<file path="config.mk">
export PLATFORM = sky130hd
export DESIGN_NAME = mul7_sched
export DESIGN_NICKNAME = d
export VERILOG_FILES = /design/src/rtl/mul7_sched.sv
export SDC_FILE = /design/constraint.sdc
export NUM_CORES = 1
export LEC_CHECK = 0
export ABC_CLOCK_PERIOD_IN_PS = 12100
export CAP_MARGIN = 10
export CORE_UTILIZATION = 67
export CTS_BUF_LIST = sky130_fd_sc_hd__clkbuf_16
export CTS_CLUSTER_DIAMETER = 150
export CTS_CLUSTER_SIZE = 28
export DETAILED_ROUTE_END_ITERATION = 12
export MAX_ROUTING_LAYER = met4
export PLACE_DENSITY = 0.95
export REMOVE_ABC_BUFFERS = 1
export SETUP_SLACK_MARGIN = 0.1
export SLEW_MARGIN = 15
export SYNTH_ARGS = -nofsm -noshare
export SYNTH_HDL_FRONTEND = slang
export SYNTH_SLANG_ARGS = --single-unit
</file>
<file path="constraint.sdc">
create_clock -name clk -period 12.1 [get_ports clk]
set_input_delay 3.025 -clock clk [delete_from_list [all_inputs] [get_ports clk]]
set_output_delay 3.025 -clock clk [all_outputs]
set_load 0.05 [all_outputs]
</file>
<file path="src/rtl/mul7_sched.sv">
// mul7_sched: two-requester scheduler in front of a shared 7*a*b datapath.
// A four-state FSM (IDLE -> MUL -> SCALE -> DONE) serves one request at a time.
// The multiply by 7 is done as (p << 3) - p on the registered product.
// Optional feature: define MUL7_SCHED_ROUND_ROBIN_EN for round-robin arbitration
// on ties; without it req0 always wins a tie.
module mul7_sched #(
  parameter int WIDTH = 20
) (
  input  logic                 clk,
  input  logic                 rst,
  input  logic                 req0,
  input  logic                 req1,
  input  logic [WIDTH-1:0]     a0,
  input  logic [WIDTH-1:0]     b0,
  input  logic [WIDTH-1:0]     a1,
  input  logic [WIDTH-1:0]     b1,
  output logic                 ack0,
  output logic                 ack1,
  output logic [2*WIDTH+2:0]   result,
  output logic                 grant,
  output logic                 busy
);

  localparam int PW = 2 * WIDTH;
  localparam int RW = 2 * WIDTH + 3;

  typedef enum logic [1:0] {
    IDLE  = 2'd0,
    MUL   = 2'd1,
    SCALE = 2'd2,
    DONE  = 2'd3
  } state_t;

  state_t            state_reg;
  logic [WIDTH-1:0]  a_reg;
  logic [WIDTH-1:0]  b_reg;
  logic [PW-1:0]     p_reg;
  logic [RW-1:0]     result_reg;
  logic              grant_reg;
  logic              busy_reg;
  logic [1:0]        ack_reg;

  logic              win_next;
  logic [WIDTH-1:0]  a_next;
  logic [WIDTH-1:0]  b_next;
  logic [PW-1:0]     p_next;
  logic [RW-1:0]     scaled_next;
  logic [1:0]        ack_next;

`ifdef MUL7_SCHED_ROUND_ROBIN_EN
  // Index of the requester granted most recently; resets to 1 so requester 0
  // wins the first tie.
  logic              last_reg;

  // Round-robin: on a tie favour whoever was not served last.
  always_comb begin
    win_next = req1;
    if (req0 && req1) begin
      win_next = ~last_reg;
    end
  end
`else
  // Fixed priority: requester 0 wins whenever it is asking.
  always_comb begin
    win_next = ~req0 & req1;
  end
`endif

  // Operand mux for the winning requester, only consumed on the grant edge.
  assign a_next = win_next ? a1 : a0;
  assign b_next = win_next ? b1 : b0;

  // Full-width product and the times-seven scaling; the extra three result
  // bits absorb the shift so nothing is truncated.
  assign p_next      = a_reg * b_reg;
  assign scaled_next = {p_reg, 3'b000} - {3'b000, p_reg};

  // One-hot ack decode from the served requester.
  generate
    for (genvar gi = 0; gi < 2; gi++) begin : g_ack
      assign ack_next[gi] = (grant_reg == 1'(gi));
    end
  endgenerate

  // Scheduler FSM with all outputs registered; reset wins over everything.
  always_ff @(posedge clk) begin
    if (rst) begin
      state_reg  <= IDLE;
      a_reg      <= '0;
      b_reg      <= '0;
      p_reg      <= '0;
      result_reg <= '0;
      grant_reg  <= 1'b0;
      busy_reg   <= 1'b0;
      ack_reg    <= 2'b00;
`ifdef MUL7_SCHED_ROUND_ROBIN_EN
      last_reg   <= 1'b1;
`endif
    end else begin
      case (state_reg)
        IDLE: begin
          ack_reg <= 2'b00;
          if (req0 || req1) begin
            a_reg     <= a_next;
            b_reg     <= b_next;
            grant_reg <= win_next;
            busy_reg  <= 1'b1;
            state_reg <= MUL;
`ifdef MUL7_SCHED_ROUND_ROBIN_EN
            last_reg  <= win_next;
`endif
          end
        end
        MUL: begin
          p_reg     <= p_next;
          state_reg <= SCALE;
        end
        SCALE: begin
          result_reg <= scaled_next;
          ack_reg    <= ack_next;
          state_reg  <= DONE;
        end
        DONE: begin
          ack_reg   <= 2'b00;
          busy_reg  <= 1'b0;
          state_reg <= IDLE;
        end
        default: begin
          ack_reg   <= 2'b00;
          busy_reg  <= 1'b0;
          state_reg <= IDLE;
        end
      endcase
    end
  end

  assign ack0   = ack_reg[0];
  assign ack1   = ack_reg[1];
  assign result = result_reg;
  assign grant  = grant_reg;
  assign busy   = busy_reg;

endmodule

</file>
# == Word-level counts from Yosys, hierarchy flattened ==
# Cells that the tools add are included.
# Widths: inputs -> output; s select.
# totals
wordCells,31
mem_bits_ro,0
reg_bits,129
input_bits,84
latchBits,0
memories,0
out_inout_bits,47
mem_bits_rw,0
# classes
n_reduce_logical,7
bitwise_logic,3
mux,7
magnitude_cmp,0
addsub,1
n_eq_ne,4
multipliers,1
shifts,0
n_div,0
# op_table
op,count
$sub 43x40->43,1
$mul 20x20->40,1
$mux 20,2
$pmux 2 s4,1
$eq 2x2->1 const B,2
$pmux 2 s2,1
$reduce_and 2->1,2
$reduce_bool 2->1,2
$eq 2x1->1 const B,1
$logic_not 2->1,1
$mux 2,1
$ne 2x2->1 const B,1
$not 1->1,2
$pmux 1 s2,1
$reduce_or 2->1,1
$and 1x1->1,1
$logic_or 1x1->1,1
$mux 1,1

# == Longest topological paths before layout ==
# Gate-level depths: netlist of the first run.
# logic_depth
depth_word,3
ltp_mapped,26
depth_no_buf,25

# == Least setup slack after synthesis of the first run ==
# No wires, ideal clock.
# synth_timing
path_type,register -> register
from,register a_reg[9]
to,register p_reg[35]
path_stages_with_launch,25
synth_period_minus_slack_ps,6277
t_required_ps,11977
slack_ps,5823
t_arrival_ps,6155
n_path_buf,1
setup_ps,123
cell_sequence,dfxtp_1 clkbuf_1 and2_1 fa_1 fa_1 inv_1 fa_1 inv_1 fa_1 inv_1 fa_1 inv_1 fa_1 inv_1 fa_1 inv_1 ha_1 nand2_1 a2111oi_2 o311ai_1 a211oi_2 nor2b_1 o31ai_1 xnor2_1 o21ai_1
# synth_between
elab_chain_cells,1
# synth_rtl
item,line,source
from (decl),35,logic [WIDTH-1:0] a_reg;
from (signal assigned),104,a_reg <= a_next;
$mul 20x20->40,75,assign p_next = a_reg * b_reg;
to (signal assigned),115,p_reg <= p_next;
to (decl),37,logic [PW-1:0] p_reg;
# Every way passes these cells.
# A chain may end at the register's enable or synchronous reset.

# == Worst setup path in the final report of the first run ==
# layout_timing
from,register b_reg[5]
to,register p_reg[32]
# layout_between
elab_chain_cells,1
# layout_rtl
item,line,source
from (decl),36,logic [WIDTH-1:0] b_reg;
from (signal assigned),105,b_reg <= b_next;
$mul 20x20->40,75,
# Every way passes these cells.

==> results of run 1 <==
cells by family after synthesis:
group / Yosys count
XOR/XNOR: 69
buffers and inverters: 560
flip-flops: 129
AND/OR/NAND/NOR: 731
adder cells (fa/ha/maj): 512
AO/OA/AOI/OAI: 344
multiplexers: 90
cells in the final DEF (no fill, tap or decap), drive strengths merged, types with 4 or more instances in the layout:
cell             n
o21ai           46
o21bai           6
and3            11
nand4           14
o22ai            6
o221ai           5
mux2i           88
o21a            13
dfxtp          129
nand2b           9
a21oi           97
xnor2           43
and2           237
a21boi           5
inv            415
clkbuf          17
clkinv           9
and4             5
nor2           166
buf             17
fa             320
nand2          234
nor3            14
o31ai            5
xor2            26
a211oi          56
a21o            44
nand3           19
a31oi           19
o211ai           8
a31o             4
ha             192
clkdlybuf4s50  129
or3              5
nor2b            6
o311ai           5
worst max path at each step:
stage / end / slack (ns) / cells after the start
CTS: p_reg[31] / 4.81 / 22
finish: p_reg[32] / 4.62 / 21
global route: p_reg[31] / 4.28 / 22
floorplan: p_reg[35] / 5.83 / 23
detailed placement: p_reg[31] / 4.82 / 22
global placement: p_reg[32] / 5.02 / 19
synth_stat cells (9+ instances only):
cell type  count  area (sq um)
o21a_1        13          97.6
nor2_1       166           623
ha_1         192          2400
dfxtp_1      129          2580
xor2_1        26           228
xnor2_1       43           377
nor3_1        13          65.1
nand3_1       19          95.1
and3_1        11          68.8
nand2b_1       9          56.3
clkbuf_1     126           473
buf_1         13          48.8
a21o_1        44           330
nand2_1      234           878
a31oi_1       18           113
fa_1         320          6410
a211oi_1      55           413
inv_1        413          1550
mux2i_1       88           881
and2_1       237          1480
o21ai_0       43           215
nand4_1       14          87.6
a21oi_1       97           485
layout make-up:
type                    instances  area (sq um)  share of cell area, %
clock buffers                  17           425                   1.86
flip-flops and latches        129          2580                   11.3
repair buffers                146          1420                   6.21
clock inverters                14           118                  0.515
diodes                          1          2.50                 0.0110
inverters                     413          1550                   6.79
well taps                     396           495                   2.17
multi-input cells            1746         16200                   71.1
routing by layer:
layer	wire length, um	vias up	GRT usage, %
met3	4250	251	6.81
met4	3300	0	21.3
li1	-	7736	-
met2	27000	874	61.4
met5	0	-	-
met1	20300	8497	43.2
worst max-delay path, stage by stage (launching register included):
cell,delay (ns)
dfxtp_1,0.96
nand2_1,0.21
fa_1,0.56
fa_1,0.53
fa_1,0.52
inv_1,0.06
fa_1,0.55
fa_1,0.44
fa_1,0.49
inv_1,0.05
fa_1,0.47
inv_1,0.04
ha_1,0.36
nand3_1,0.11
a21boi_0,0.10
o21ai_0,0.31
o311ai_0,0.21
a31oi_1,0.49
o211ai_1,0.36
nand3_1,0.19
mux2i_1,0.18
o311ai_0,0.13
metrics by stage:
| stage | instances | instance area [sq um] |
|---|---|---|
| after floorplan | 2288 | 20400 |
| after global placement | 2830 | 22300 |
| after detailed placement | 2830 | 22300 |
| after CTS | 2861 | 22800 |
| after global routing | 2862 | 22800 |
| final | 2862 | 22800 |
==> impl_metrics.env, run 1 <==
export IMPL_criticalPathCategory="flip-flop to flip-flop"
export IMPL_grtUsageTotal_pct=37.4
export IMPL_synth_ff_type="dfxtp_1"
export IMPL_timing_rr_start="b_reg[5]"
export IMPL_synthToLayoutAreaGrowth_pct=9.14
export IMPL_synth_top_family_by_area="adder cells"
export IMPL_drive_above_1_share_pct=2.76
export IMPL_final_util_pct=74.5
export IMPL_firstDrtPassIters=5
export IMPL_ant_nets=0
export IMPL_syn_avg_cell_area_sq_um=8.59
export IMPL_synthAdderAreaFrac_pct=42.1
export IMPL_synth_edf_count=0
export IMPL_largest_reg_flops=43
export IMPL_dieHeight_um=179
export IMPL_synthXorXnorAreaFrac_pct=2.89
export IMPL_ctsResizeCount=0
export IMPL_rr_worst_depth=21
export IMPL_period_share_pct=61.8
export IMPL_worst_path_max_fanout=21
export IMPL_drc=0
export IMPL_cts_hold_buffers=0
export IMPL_antenna_found_initial=1
export IMPL_finalMaxSlewViolations=0
export IMPL_grt_pass1_vias=18200
export IMPL_synth_cell_type_count=70
export IMPL_cp_end_kind="flip-flop"
export IMPL_synth_seq_cells=129
export IMPL_cts_root_buffer="clkbuf_16"
export IMPL_drt_iter0_markers=1487
export IMPL_die_w_um=179
export IMPL_cts_buffers=17
export IMPL_gp_congestion=0.957
export IMPL_port_buffers=130
export IMPL_rrSetupSlack_ns=4.62
export IMPL_htreeDepth=4
export IMPL_hp_start="result[39]"
export IMPL_cts_buffer_depth=2
export IMPL_hold_slack_ns=0.467
export IMPL_slew_headroom_pct=30.3
export IMPL_clock_latency_ns=0.45
export IMPL_drv_cap=0
export IMPL_cts_setup_buffers=0
export IMPL_synth_area_sq_um=20900
export IMPL_crit_arrival_ns=7.77
export IMPL_tns_ns=0
export IMPL_viasPerCell=6.06
export IMPL_fin_crit_ns=7.48
export IMPL_vias=17400
export IMPL_crit_start="b_reg[5]"
export IMPL_fmax_ghz=0.134
export IMPL_die_area_sq_um=31900
export IMPL_worstPathRequired_ns=12.39
export IMPL_grt_max_degree=81
export IMPL_drt_wl_total_mm=54.9
export IMPL_async_flop_share_pct=0
export IMPL_hp_class="flip-flop to flip-flop"
export IMPL_outcome="finished clean"
export IMPL_tightest_slew_ns=1.04
export IMPL_fp_row_count=64
export IMPL_netlist_instances=2435
export IMPL_synth_seq_area_share_pct=12.3
export IMPL_synthMuxAreaShare_pct=4.32
export IMPL_start_kind="flip-flop"
export IMPL_core_area_sq_um=30700
export IMPL_wl_per_cell_um=19.2
export IMPL_clk_pin_slew_ns=0.07
export IMPL_grt_pass1_wl_mm=89.6
export IMPL_cts_tree="yes"
export IMPL_dpl_hpwl_mm=41.3
export IMPL_fillCellCount=2142
export IMPL_holdPathStages=2
export IMPL_ios=131
export IMPL_final_nets=3049
export IMPL_hold_end="result[39]"
export IMPL_ys_warn_count=0
export IMPL_final_setup_skew_ns=0.0121
export IMPL_cts_sink_count=129
export IMPL_pre_cts_ws_ns=4.82
export IMPL_worst_slack_ns=4.62
export IMPL_r2r_end="p_reg[32]"
export IMPL_grt_overflow=0
export IMPL_initial_core_util_pct=68.2
export IMPL_finalSetupViolations=0
export IMPL_rsz0062_at_grt="no"
export IMPL_synthSimpleGateAreaFrac_pct=17.1
export IMPL_synth_compound_area_share_pct=11.2
export IMPL_final_hold_violation_count=0
Power of run 1 is not shown: default switching activity piles up to over one toggle a cycle in this logic, so the estimate is an artifact.
==> inputs of run 2 (changes only) <==
- ABC_CLOCK_PERIOD_IN_PS: 12100 -> 7400
- CORE_UTILIZATION: 67 -> 63
- PLACE_DENSITY: 0.95 -> 0.9
- clock period: 12.1 -> 7.4 ns (I/O delays scaled with it)
==> run 2 against run 1 <==
Sequential share of layout area down 0.11 points. Highest routed layer unchanged. Wire length up 4.3%. Clock skew up 0.0012 ns. Maximum frequency up 6.2%. Die area up 6.3%. Utilization down 3.2 points. Final cell count up 2.7%.
==> impl_metrics.env, run 2 (synthesis gave the netlist of run 1 again) <==
export IMPL_initial_core_util_pct=64.1
export IMPL_grt_overflow=0
export IMPL_die_area_sq_um=33900
export IMPL_final_hold_violation_count=0
export IMPL_cp_common_cell="fa_1"
export IMPL_final_cell_mix="413 x inv_1, 320 x fa_1, 237 x and2_1, 234 x nand2_1, 190 x ha_1"
export IMPL_antenna_found_initial=1
export IMPL_slowest_delay_ns=0.67
export IMPL_vias=17500
export IMPL_routed_wl_met2_mm=27.6
export IMPL_final_common_cell="inv_1"
export IMPL_ant_nets=0
export IMPL_met3_length_mm=4.68
export IMPL_hp_class="flip-flop to flip-flop"
export IMPL_cp_end_kind="flip-flop"
export IMPL_cts_tree="yes"
export IMPL_cts_hold_buffers=0
export IMPL_outcome="finished clean"
export IMPL_tightest_slew_ns=0.958
export IMPL_dieHeight_um=184
export IMPL_dr_max_layer_used="met4"
export IMPL_synthToLayoutAreaGrowth_pct=11.1
export IMPL_cts_root_buffer="clkbuf_16"
export IMPL_cts_buffer_depth=2
export IMPL_largest_reg_flops=43
export IMPL_start_kind="flip-flop"
export IMPL_drv_cap=0
export IMPL_slew_headroom_pct=36.1
export IMPL_grt_pass1_wl_mm=91.8
export IMPL_fmax_ghz=0.142
export IMPL_fin_crit_ns=7.04
export IMPL_die_w_um=184
export IMPL_ios=131
export IMPL_grt_pass1_vias=18000
export IMPL_final_setup_skew_ns=0.0133
export IMPL_finalSetupViolations=0
export IMPL_worstPathRequired_ns=7.72
export IMPL_htreeDepth=4
export IMPL_fp_row_count=66
export IMPL_worst_path_max_fanout=14
export IMPL_cts_sink_count=129
export IMPL_cts_buffers=17
export IMPL_port_buffers=130
export IMPL_clock_latency_ns=0.45
export IMPL_firstDrtPassIters=8
export IMPL_period_share_pct=95.2
export IMPL_tns_ns=0
export IMPL_drt_iter0_markers=1403
export IMPL_wl_met1_mm=21.2
export IMPL_viasPerCell=5.94
export IMPL_criticalPathCategory="flip-flop to flip-flop"
export IMPL_clk_pin_slew_ns=0.07
export IMPL_final_nets=3080
export IMPL_core_area_sq_um=32600
export IMPL_drc=0
export IMPL_crit_chain="buf_4 > and2_1 > fa_1 > fa_1 > inv_1 > fa_1 > inv_1 > fa_1 > ha_1 > fa_1 > inv_1 > fa_1 > inv_1 > ha_1 > a211oi_1 > o21a_1 > o21ai_0 > nor3_1 > o21ai_0 > buf_4 > a21oi_1 > o21ai_0 > xnor2_1 > o21ai_0"
export IMPL_drt_wl_total_mm=57.3
export IMPL_rsz0062_at_grt="no"
export IMPL_cp_slowest_cell="dfxtp_1"
export IMPL_grt_max_degree=81
export IMPL_grtUsageTotal_pct=36.2
export IMPL_finalMaxSlewViolations=0
export IMPL_dpl_hpwl_mm=44.2
export IMPL_wl_per_cell_um=19.5
export IMPL_drive_above_1_share_pct=4.81
export IMPL_gp_congestion=0.963
export IMPL_crit_arrival_ns=7.36
run 2: cell type report:
cell class                 instances  area (sq um)
clock buffer                      17           425
timing repair buffer             177          1650
clock inverter                    15           205
fill                            2377          9380
antenna                            1          2.50
tap                              442           553
multi-input combinational       1746         16300
inverter                         413          1550
sequential                       129          2600
run 2: final timing paths:
path	startpoint	to	slack, ns	depth (start not counted)
max	b_reg[4]	p_reg[37]	0.36	24
max reg2reg	b_reg[4]	p_reg[37]	0.36	24
min reg2reg	result[39]	result[39]	0.46	2
min	result[39]	result[39]	0.46	2
run 2: stage by stage:
step	cell area, sq um	util, %	setup WS, ns	hold WS [ns]	cells
final	23200	71.3	0.356	0.458	2940
after global routing	23200	71.3	0.111	0.491	2940
after CTS	23200	71.1	0.191	0.459	2937
after detailed placement	22600	69.2	0.207	0.451	2905
after global placement	22600	69.2	0.368	0.440	2905
after floorplan	20400	-	1.13	0.443	2288
run 2: timing repair:
action,CTS,global route
endpoints found under the setup margin,0,10
resized for setup,0,18
buffers inserted,0,2
run 2: critical path: cells and delay by family, from the launching register on:
kind / cells / cell delay, ns
buffers and inverters: 6 / 0.66
adders and majority gates: 8 / 3.63
DFF: 1 / 0.67
xor gates and xnor gates: 1 / 0.17
AOI/OAI and AO/OA: 7 / 1.32
and+or+nand+nor: 2 / 0.47
run 2: metal layers:
layer / vias up / global-route usage (%)
li1: 7797 / -
met1: 8565 / 41.1
met2: 865 / 59.1
met3: 248 / 7.17
met4: 0 / 22.1
met5: - / -
Power of run 2 is left out for the same reason.
